==> src/rtl/alarm_trigger.sv <==
// Alarm comparator and buzzer sequencer: rings on entry to the alarm minute,
// with stop, limited snooze and auto-timeout after RING_SECS seconds.
//
// state   | meaning
// IDLE    | waiting for the time to enter the alarm minute
// RINGING | buzzer toggling once per second until stop, snooze or timeout
// SNOOZE  | buzzer silent, counting down to the next ring
module alarm_trigger #(
  parameter int RING_SECS   = 60,
  parameter int SNOOZE_SECS = 300,
  parameter int MAX_SNOOZE  = 3
) (
  input  logic       clk,
  input  logic       reset,
  input  logic       sec_tick,
  input  logic [3:0] t_h1,
  input  logic [3:0] t_h0,
  input  logic [3:0] t_m1,
  input  logic [3:0] t_m0,
  input  logic [3:0] a_h1,
  input  logic [3:0] a_h0,
  input  logic [3:0] a_m1,
  input  logic [3:0] a_m0,
  input  logic       alarm_en,
  input  logic       push_stop,
  input  logic       push_snooze,
  output logic       buzz,
  output logic       ringing,
  output logic       snoozing,
  output logic [3:0] snooze_count
);

  localparam logic [1:0] IDLE    = 2'd0;
  localparam logic [1:0] RINGING = 2'd1;
  localparam logic [1:0] SNOOZE  = 2'd2;

  localparam logic [9:0] RING_LAST   = 10'(RING_SECS - 1);
  localparam logic [9:0] SNOOZE_LAST = 10'(SNOOZE_SECS - 1);
  localparam logic [3:0] SNOOZE_MAX  = 4'(MAX_SNOOZE);

  logic [1:0] state, state_n;
  logic [9:0] ring_cnt, ring_cnt_n;
  logic [9:0] snooze_cnt, snooze_cnt_n;
  logic [3:0] snooze_count_n;
  logic       buzz_n;

  logic match, match_q, match_rise;
  logic stop_s1, stop_s2, stop_prev;
  logic snz_s1, snz_s2, snz_prev;
  logic stop_ev, snz_ev;

  assign match = alarm_en &
                 (t_h1 == a_h1) & (t_h0 == a_h0) &
                 (t_m1 == a_m1) & (t_m0 == a_m0);
  assign match_rise = match & ~match_q;

  // match_q resets high so a time already equal to the alarm at reset release
  // does not count as entering the alarm minute.
  always_ff @(posedge clk or negedge reset) begin
    if (!reset) begin
      match_q   <= 1'b1;
      stop_s1   <= 1'b1;
      stop_s2   <= 1'b1;
      stop_prev <= 1'b1;
      snz_s1    <= 1'b1;
      snz_s2    <= 1'b1;
      snz_prev  <= 1'b1;
    end else begin
      match_q   <= match;
      stop_s1   <= push_stop;
      stop_s2   <= stop_s1;
      stop_prev <= stop_s2;
      snz_s1    <= push_snooze;
      snz_s2    <= snz_s1;
      snz_prev  <= snz_s2;
    end
  end

  assign stop_ev = stop_prev & ~stop_s2;
  assign snz_ev  = snz_prev & ~snz_s2;

  always_comb begin
    state_n        = state;
    buzz_n         = buzz;
    ring_cnt_n     = ring_cnt;
    snooze_cnt_n   = snooze_cnt;
    snooze_count_n = snooze_count;
    if (!alarm_en) begin
      state_n = IDLE;
      buzz_n  = 1'b0;
    end else begin
      case (state)
        IDLE: begin
          buzz_n = 1'b0;
          if (match_rise) begin
            state_n        = RINGING;
            ring_cnt_n     = 10'd0;
            buzz_n         = 1'b1;
            snooze_count_n = 4'd0;
          end
        end
        RINGING: begin
          if (stop_ev) begin
            state_n = IDLE;
            buzz_n  = 1'b0;
          end else if (snz_ev && (snooze_count < SNOOZE_MAX)) begin
            state_n        = SNOOZE;
            snooze_cnt_n   = 10'd0;
            snooze_count_n = snooze_count + 4'd1;
            buzz_n         = 1'b0;
          end else if (sec_tick) begin
            if (ring_cnt == RING_LAST) begin
              state_n = IDLE;
              buzz_n  = 1'b0;
            end else begin
              buzz_n     = ~buzz;
              ring_cnt_n = ring_cnt + 10'd1;
            end
          end
        end
        SNOOZE: begin
          buzz_n = 1'b0;
          if (stop_ev) begin
            state_n = IDLE;
          end else if (sec_tick) begin
            if (snooze_cnt == SNOOZE_LAST) begin
              state_n    = RINGING;
              ring_cnt_n = 10'd0;
              buzz_n     = 1'b1;
            end else begin
              snooze_cnt_n = snooze_cnt + 10'd1;
            end
          end
        end
        default: begin
          state_n = IDLE;
          buzz_n  = 1'b0;
        end
      endcase
    end
  end

  always_ff @(posedge clk or negedge reset) begin
    if (!reset) begin
      state        <= IDLE;
      buzz         <= 1'b0;
      ring_cnt     <= 10'd0;
      snooze_cnt   <= 10'd0;
      snooze_count <= 4'd0;
      ringing      <= 1'b0;
      snoozing     <= 1'b0;
    end else begin
      state        <= state_n;
      buzz         <= buzz_n;
      ring_cnt     <= ring_cnt_n;
      snooze_cnt   <= snooze_cnt_n;
      snooze_count <= snooze_count_n;
      ringing      <= (state_n == RINGING);
      snoozing     <= (state_n == SNOOZE);
    end
  end

endmodule
==> config.mk <==
export PLATFORM = sky130hd
export DESIGN_NAME = alarm_trigger
export DESIGN_NICKNAME = d
export VERILOG_FILES = /design/src/rtl/alarm_trigger.sv
export SDC_FILE = /design/constraint.sdc
export NUM_CORES = 1
export LEC_CHECK = 0
export CAP_MARGIN = 20
export CORE_MARGIN = 4
export CORE_UTILIZATION = 40
export CTS_BUF_LIST = sky130_fd_sc_hd__clkbuf_8
export CTS_CLUSTER_DIAMETER = 80
export CTS_CLUSTER_SIZE = 20
export DETAILED_ROUTE_END_ITERATION = 7
export DONT_BUFFER_PORTS = 1
export PLACE_DENSITY = 0.66
export SYNTH_ARGS = -nofsm -noshare
export SYNTH_HDL_FRONTEND = slang
export SYNTH_SLANG_ARGS = --single-unit
==> constraint.sdc <==
create_clock -name clk -period 2.6 [get_ports clk]
set_input_delay 0.13 -clock clk [delete_from_list [all_inputs] [get_ports clk]]
set_output_delay 0.13 -clock clk [all_outputs]
set_load 0.1 [all_outputs]
* After elaboration in Yosys (flattened, before gate mapping)
Index checks and enable logic that the tools add are counted.
** Operators by class
- Add/subtract/negate cells :: 3
- Magnitude comparators :: 1
- Equality and inequality tests :: 21
- Multiplexer cells :: 39
- Bitwise logic cells :: 11
- Reductions and logical operators :: 8
** Operators with widths (count)
- 10-bit 2-to-1 mux :: 13
- 10-bit one-hot mux with 3 select lines :: 1
- 10-bit by 1-bit adder with 10-bit output, second input constant :: 2
- 2-bit != test, second input constant :: 10
- 10-bit one-hot mux with 2 select lines :: 1
- 2-bit 2-to-1 mux :: 9
- 4-bit == test :: 4
- 4-bit 2-to-1 mux :: 3
- 10-bit by 6-bit == test with 1-bit output, second input constant :: 1
- 10-bit by 9-bit == test with 1-bit output, second input constant :: 1
- 10-bit AND reduction :: 1
- 1-bit 2-to-1 mux :: 9
- 4-bit one-hot mux with 2 select lines :: 1
- 1-bit AND :: 7
- 7-bit AND reduction :: 1
- 2-bit one-hot mux with 3 select lines :: 1
- 5-bit != test, second input constant :: 1
- 5-bit AND reduction :: 1
- 4-bit by 1-bit adder with 4-bit output, second input constant :: 1
- 2-bit by 1-bit == test with 1-bit output, second input constant :: 2
- 2-bit == test, second input constant :: 2
- 4-bit by 2-bit < comparator with 1-bit output, second input constant :: 1
- 1-bit NOT :: 4
- 2-bit nonzero test :: 2
- other kinds (4) :: 4
** Storage, ports and cells
- Register bits :: 36
- Bits of input ports :: 38
- Output and inout port bits :: 7

* Depth between registers and ports, before layout
- Word-level depth :: 10
- Gate-level depth with buffers :: 7
- Depth with buffers taken out :: 6

* Worst setup path after synthesis
OpenSTA, ideal clock, no wires.
- Kind :: register -> register
- From :: reg snooze_count[0]
- To :: reg snooze_cnt[8]
- Arrival time :: 2.384 ns
- Required time :: 2.496 ns
- Slack :: 0.112 ns
- Stages on the path, launching flop included :: 7
- Path buffers :: 1
- Cells stage by stage :: dfrtp_1 ha_1 or3_1 o32a_1 or3_1 buf_2 o41ai_2
** On the way
- Word-level cells in the longest chain between the ends :: 4
** Ends and longest elaborated chain
- start: declaration :: RTL line 30 : output logic [3:0] snooze_count
- start signal: assignment :: RTL line 157 : snooze_count <= snooze_count_n;
- 4-bit by 2-bit < comparator with 1-bit output :: RTL line 106 : end else if (snz_ev && (snooze_count < SNOOZE_MAX)) begin
- 1-bit logical AND :: RTL line 106
- 2-bit != test (no source line)
- 7-bit AND reduction (no source line)
- end signal: assignment :: RTL line 156 : snooze_cnt <= snooze_cnt_n;
- end: declaration :: RTL line 43 : logic [9:0] snooze_cnt, snooze_cnt_n;
No other way between the ends.
A chain may end at the register's enable or synchronous reset.

* Worst setup path in the final report
- From :: reg snooze_cnt[0]
- To :: reg ring_cnt[3]
** On the way
- Word-level cells in the longest chain between the ends :: 3
** Ends and longest elaborated chain
- 10-bit by 9-bit == test with 1-bit output :: RTL line 126 : if (snooze_cnt == SNOOZE_LAST) begin
- 2-bit != test (no source line)
- 10-bit AND reduction (no source line)
- end signal: assignment :: RTL line 155 : ring_cnt <= ring_cnt_n;
- end: declaration :: RTL line 42 : logic [9:0] ring_cnt, ring_cnt_n;
No other way between the ends.

==> metrics.md <==
| Metric | Value |
|---|---|
| Crit path kind | `flop to flop` |
| Largest net degree at the start of global routing | `37` |
| Placement Rows | `25` |
| Critical path endpoint category | `flop` |
| Syn Nets | `~260` |
| Detailed placement HPWL | `3.44 mm` |
| Worst-margin pin slew | `1050 ps` |
| Yosys reg bits | `36` |
| Crit path max fanout | `8` |
| Routed len/inst | `15.4 microns` |
| Initial Util | `0.426` |
| Ys flop type | `dfrtp_1` |
| Total Neg Setup Slack | `0 ps` |
| 1st-iter DRT viols | `128` |
| Fmax | `422 MHz` |
| Grt total ovfl | `0` |
| EDFF count, synth | `0` |
| Avg Cell Area, Syn | `9.57 sq um` |
| Drt pass-1 iters | `5` |
| Most common cell in the netlist | `dfrtp_1` |
| Initial antenna violation count | `0` |
| RSZ-0062 raised after global routing | `false` |
| Yosys warns | `0` |
| Synth top area share | `0.349` |
| Crit path time final | `about 2400 ps` |
| DRC Markers | `0` |
| CTS clock-pin slew for the worst setup and hold paths | `80 ps` |
| Worst slack, placed | `266 ps` |
| Nets | `about 270` |
| Clock Power Share | `0.366` |
| Worst R2R Setup Slack | `roughly 230 ps` |
| Reg power frac | `0.541` |
| H-Tree Depth | `2` |
| Seq/Total Area, Yosys | `0.438` |
| Die width | `80.1 microns` |
| Overall power | `0.00110 W` |
| Synthesis-to-layout area growth | `13.6%` |
| Reg2reg start | `snooze_cnt[0]` |
| IO Port Bufs | `0` |
| Vias in the first global route | `1738` |
| Sw Pwr | `0.000288 W` |
| Number of max-cap violations | `0` |
| Total GRT Usage | `0.157` |
| Setup WS post-layout | `228 ps` |
| Layout cells sized above 1 | `0.146` |
| Core ar. | `0.00488 sq mm` |
| CP Data Arrival Time | `2510 ps` |
| Worst setup startpoint | `snooze_cnt[0]` |
| Num CTS Buffers | `5` |
| Worst EP required | `2740 ps` |
| Final ANT Viol Nets | `0` |
| R2R cell count | `6` |
| Critical path capture point | `ring_cnt[3]` |
| Synthesized area | `0.00208 sq mm` |
| Final Hold Vio Count | `0` |
| Cell taking the most area after synthesis | `dfrtp_1` |
| Die ar. | `0.00641 sq mm` |
| Clock root buffer | `clkbuf_8` |
| Status | `finished, final reports clean` |
| Synth top cells by count | `dfrtp_1 (29), nor2_1 (17), nand2_1 (15), o31ai_1 (14)` |
| Fin Clk Skew | `3.73 ps` |
| Clock Latency Late Sink | `290 ps` |
| Tcrit/Tclk final | `0.912` |
| Final core utilization | `0.483` |
| GP Congestion | `0.839` |
| Power Internal | `about 0.00081 W` |
| Static Leakage | `0.927 nW` |
| Die Ht | `80.1 microns` |
| Gate power share | `0.093` |
| Hold Crit Class | `input port to flop` |
| Slew HR | `0.294` |
| Via density | `a little under 6` |
| Ant diodes | `0` |
| Crit start category | `flop` |
| # setup viols final | `0` |
| Max IR drop VDD | `385 uV` |
| CTS tree | `built` |
| Setup Buffers After CTS | `0` |
| RR Endpoint | `ring_cnt[3]` |
| Synth Instances | `217` |
| Area contributors post-synth | `dfrtp_1 (35%), dfstp_2 (8.9%), o31ai_1 (5.1%)` |
| Yosys cell types | `49` |
| First-pass GRT wire length | `8.07 mm` |
| PwrDens | `465 mW/mm^2` |
| # IOs | `45` |
| Slew Limit Fails | `0` |
| CTS Buffer Depth | `2` |
| Final WL | `4.62 mm` |
| Post-CTS sizing | `0` |
| Ys async rst share | `1.00` |
| Switching part of the total | `0.262` |
| CTS sink count | `36` |
| Vias post-DR | `1789` |
| Fillers | `483` |
kinds of logic after synthesis:
group           Yosys count  share of synthesized area
compound gates           66                      0.241
flops                    36                      0.438
buf+inv                  18                     0.0343
xor+xnor                 13                     0.0548
simple gates             81                      0.214
fa+ha+maj                 3                     0.0181
placed cells by master (no fill, tap or decap), drive strengths merged, types with 2 or more instances in the layout:
| master | synthesis | final |
|---|---|---|
| ha | 3 | 3 |
| nor2 | 17 | 17 |
| o211ai | 3 | 3 |
| o21ai | 8 | 8 |
| and3 | 3 | 3 |
| nor3 | 6 | 6 |
| a31oi | 8 | 8 |
| dfrtp | 29 | 29 |
| or3 | 2 | 2 |
| clkbuf | 5 | 5 |
| o311a | 2 | 2 |
| buf | 2 | 11 |
| xnor2 | 6 | 6 |
| a21oi | 7 | 7 |
| clkinvlp | 0 | 2 |
| or4 | 2 | 2 |
| nor4 | 5 | 5 |
| nand3 | 11 | 11 |
| inv | 11 | 11 |
| xor2 | 7 | 7 |
| nor2b | 3 | 3 |
| a41oi | 9 | 9 |
| o41ai | 4 | 4 |
| dfstp | 7 | 7 |
| nand4 | 3 | 3 |
| dlygate4sd3 | 0 | 4 |
| nand2 | 15 | 15 |
| nand2b | 8 | 8 |
| or2 | 2 | 2 |
| o31ai | 15 | 15 |
per-stage QoR:
step	hold slack (ps)	area, sq um	instances
after global routing	92.1	2360	300
after CTS	52.5	2360	300
after floorplan	-166	2080	217
final	61.5	2360	300
after global placement	-165	2210	287
after detailed placement	-165	2210	287
routing by layer:
metal  GRT usage  vias to the layer above  routed length, microns
li1            -                      856                       -
met3      0.0448                        5                     415
met2       0.260                       78                    2210
met5           0                        -                       0
met1       0.199                      850                    1940
met4      0.0422                        0                      45
repair_timing:
| item | in CTS | in global routing |
|---|---|---|
| hold endpoints to repair | 40 | 0 |
| endpoints found under the setup margin | 0 | 0 |
| hold buffers | 5 | 0 |
area by class of cell:
class,count,area [sq um],share of cell area
inverter,11,41.3,0.0175
sequential,36,910,0.386
multi-input combinational,163,1100,0.465
tap,67,83.8,0.0355
clock inverter,3,23.8,0.0101
timing repair buffer,15,135,0.0573
clock buffer,5,68.8,0.0292
power by group through the flow:
stage,combinational [W],sequential [W],clock (W)
after global placement,0.0000815,0.000603,0
after detailed placement,0.0000836,0.000603,0
after global routing,0.000114,0.000596,0.000441
after floorplan,0.0000571,0.000612,0
final,0.000102,0.000593,0.000402
after CTS,0.000104,0.000593,0.000412
state kept, by name, indices dropped and copies added, names as in the netlist:
| signal | cells |
|---|---|
| ring_cnt | 10 |
| snooze_cnt | 10 |
| snooze_count | 4 |
| state | 2 |
| buzz | 1 |
| match_q | 1 |
| ringing | 1 |
| snoozing | 1 |
| snz_prev | 1 |
| snz_s1 | 1 |
| snz_s2 | 1 |
| stop_prev | 1 |
| stop_s1 | 1 |
| stop_s2 | 1 |
critical path, stage by stage, from the launching register on:
cell and delay, ps:
dfrtp_1 400, ha_1 260, nand2b_1 130, nor4_2 530
o211ai_1 220, nor2_1 490, a41oi_1 190
worst min-delay path by stage:
stage | depth (start not counted) | startpoint | slack, ps | to
detailed placement | 0 | reset | -160 | snooze_count[3]
floorplan | 0 | reset | -170 | buzz
CTS | 2 | alarm_en | 50 | state[1]
global placement | 0 | reset | -160 | snooze_count[3]
global route | 2 | alarm_en | 90 | state[1]
finish | 2 | alarm_en | 60 | state[1]
No activity file was read; power rests on OpenSTA's default activity.
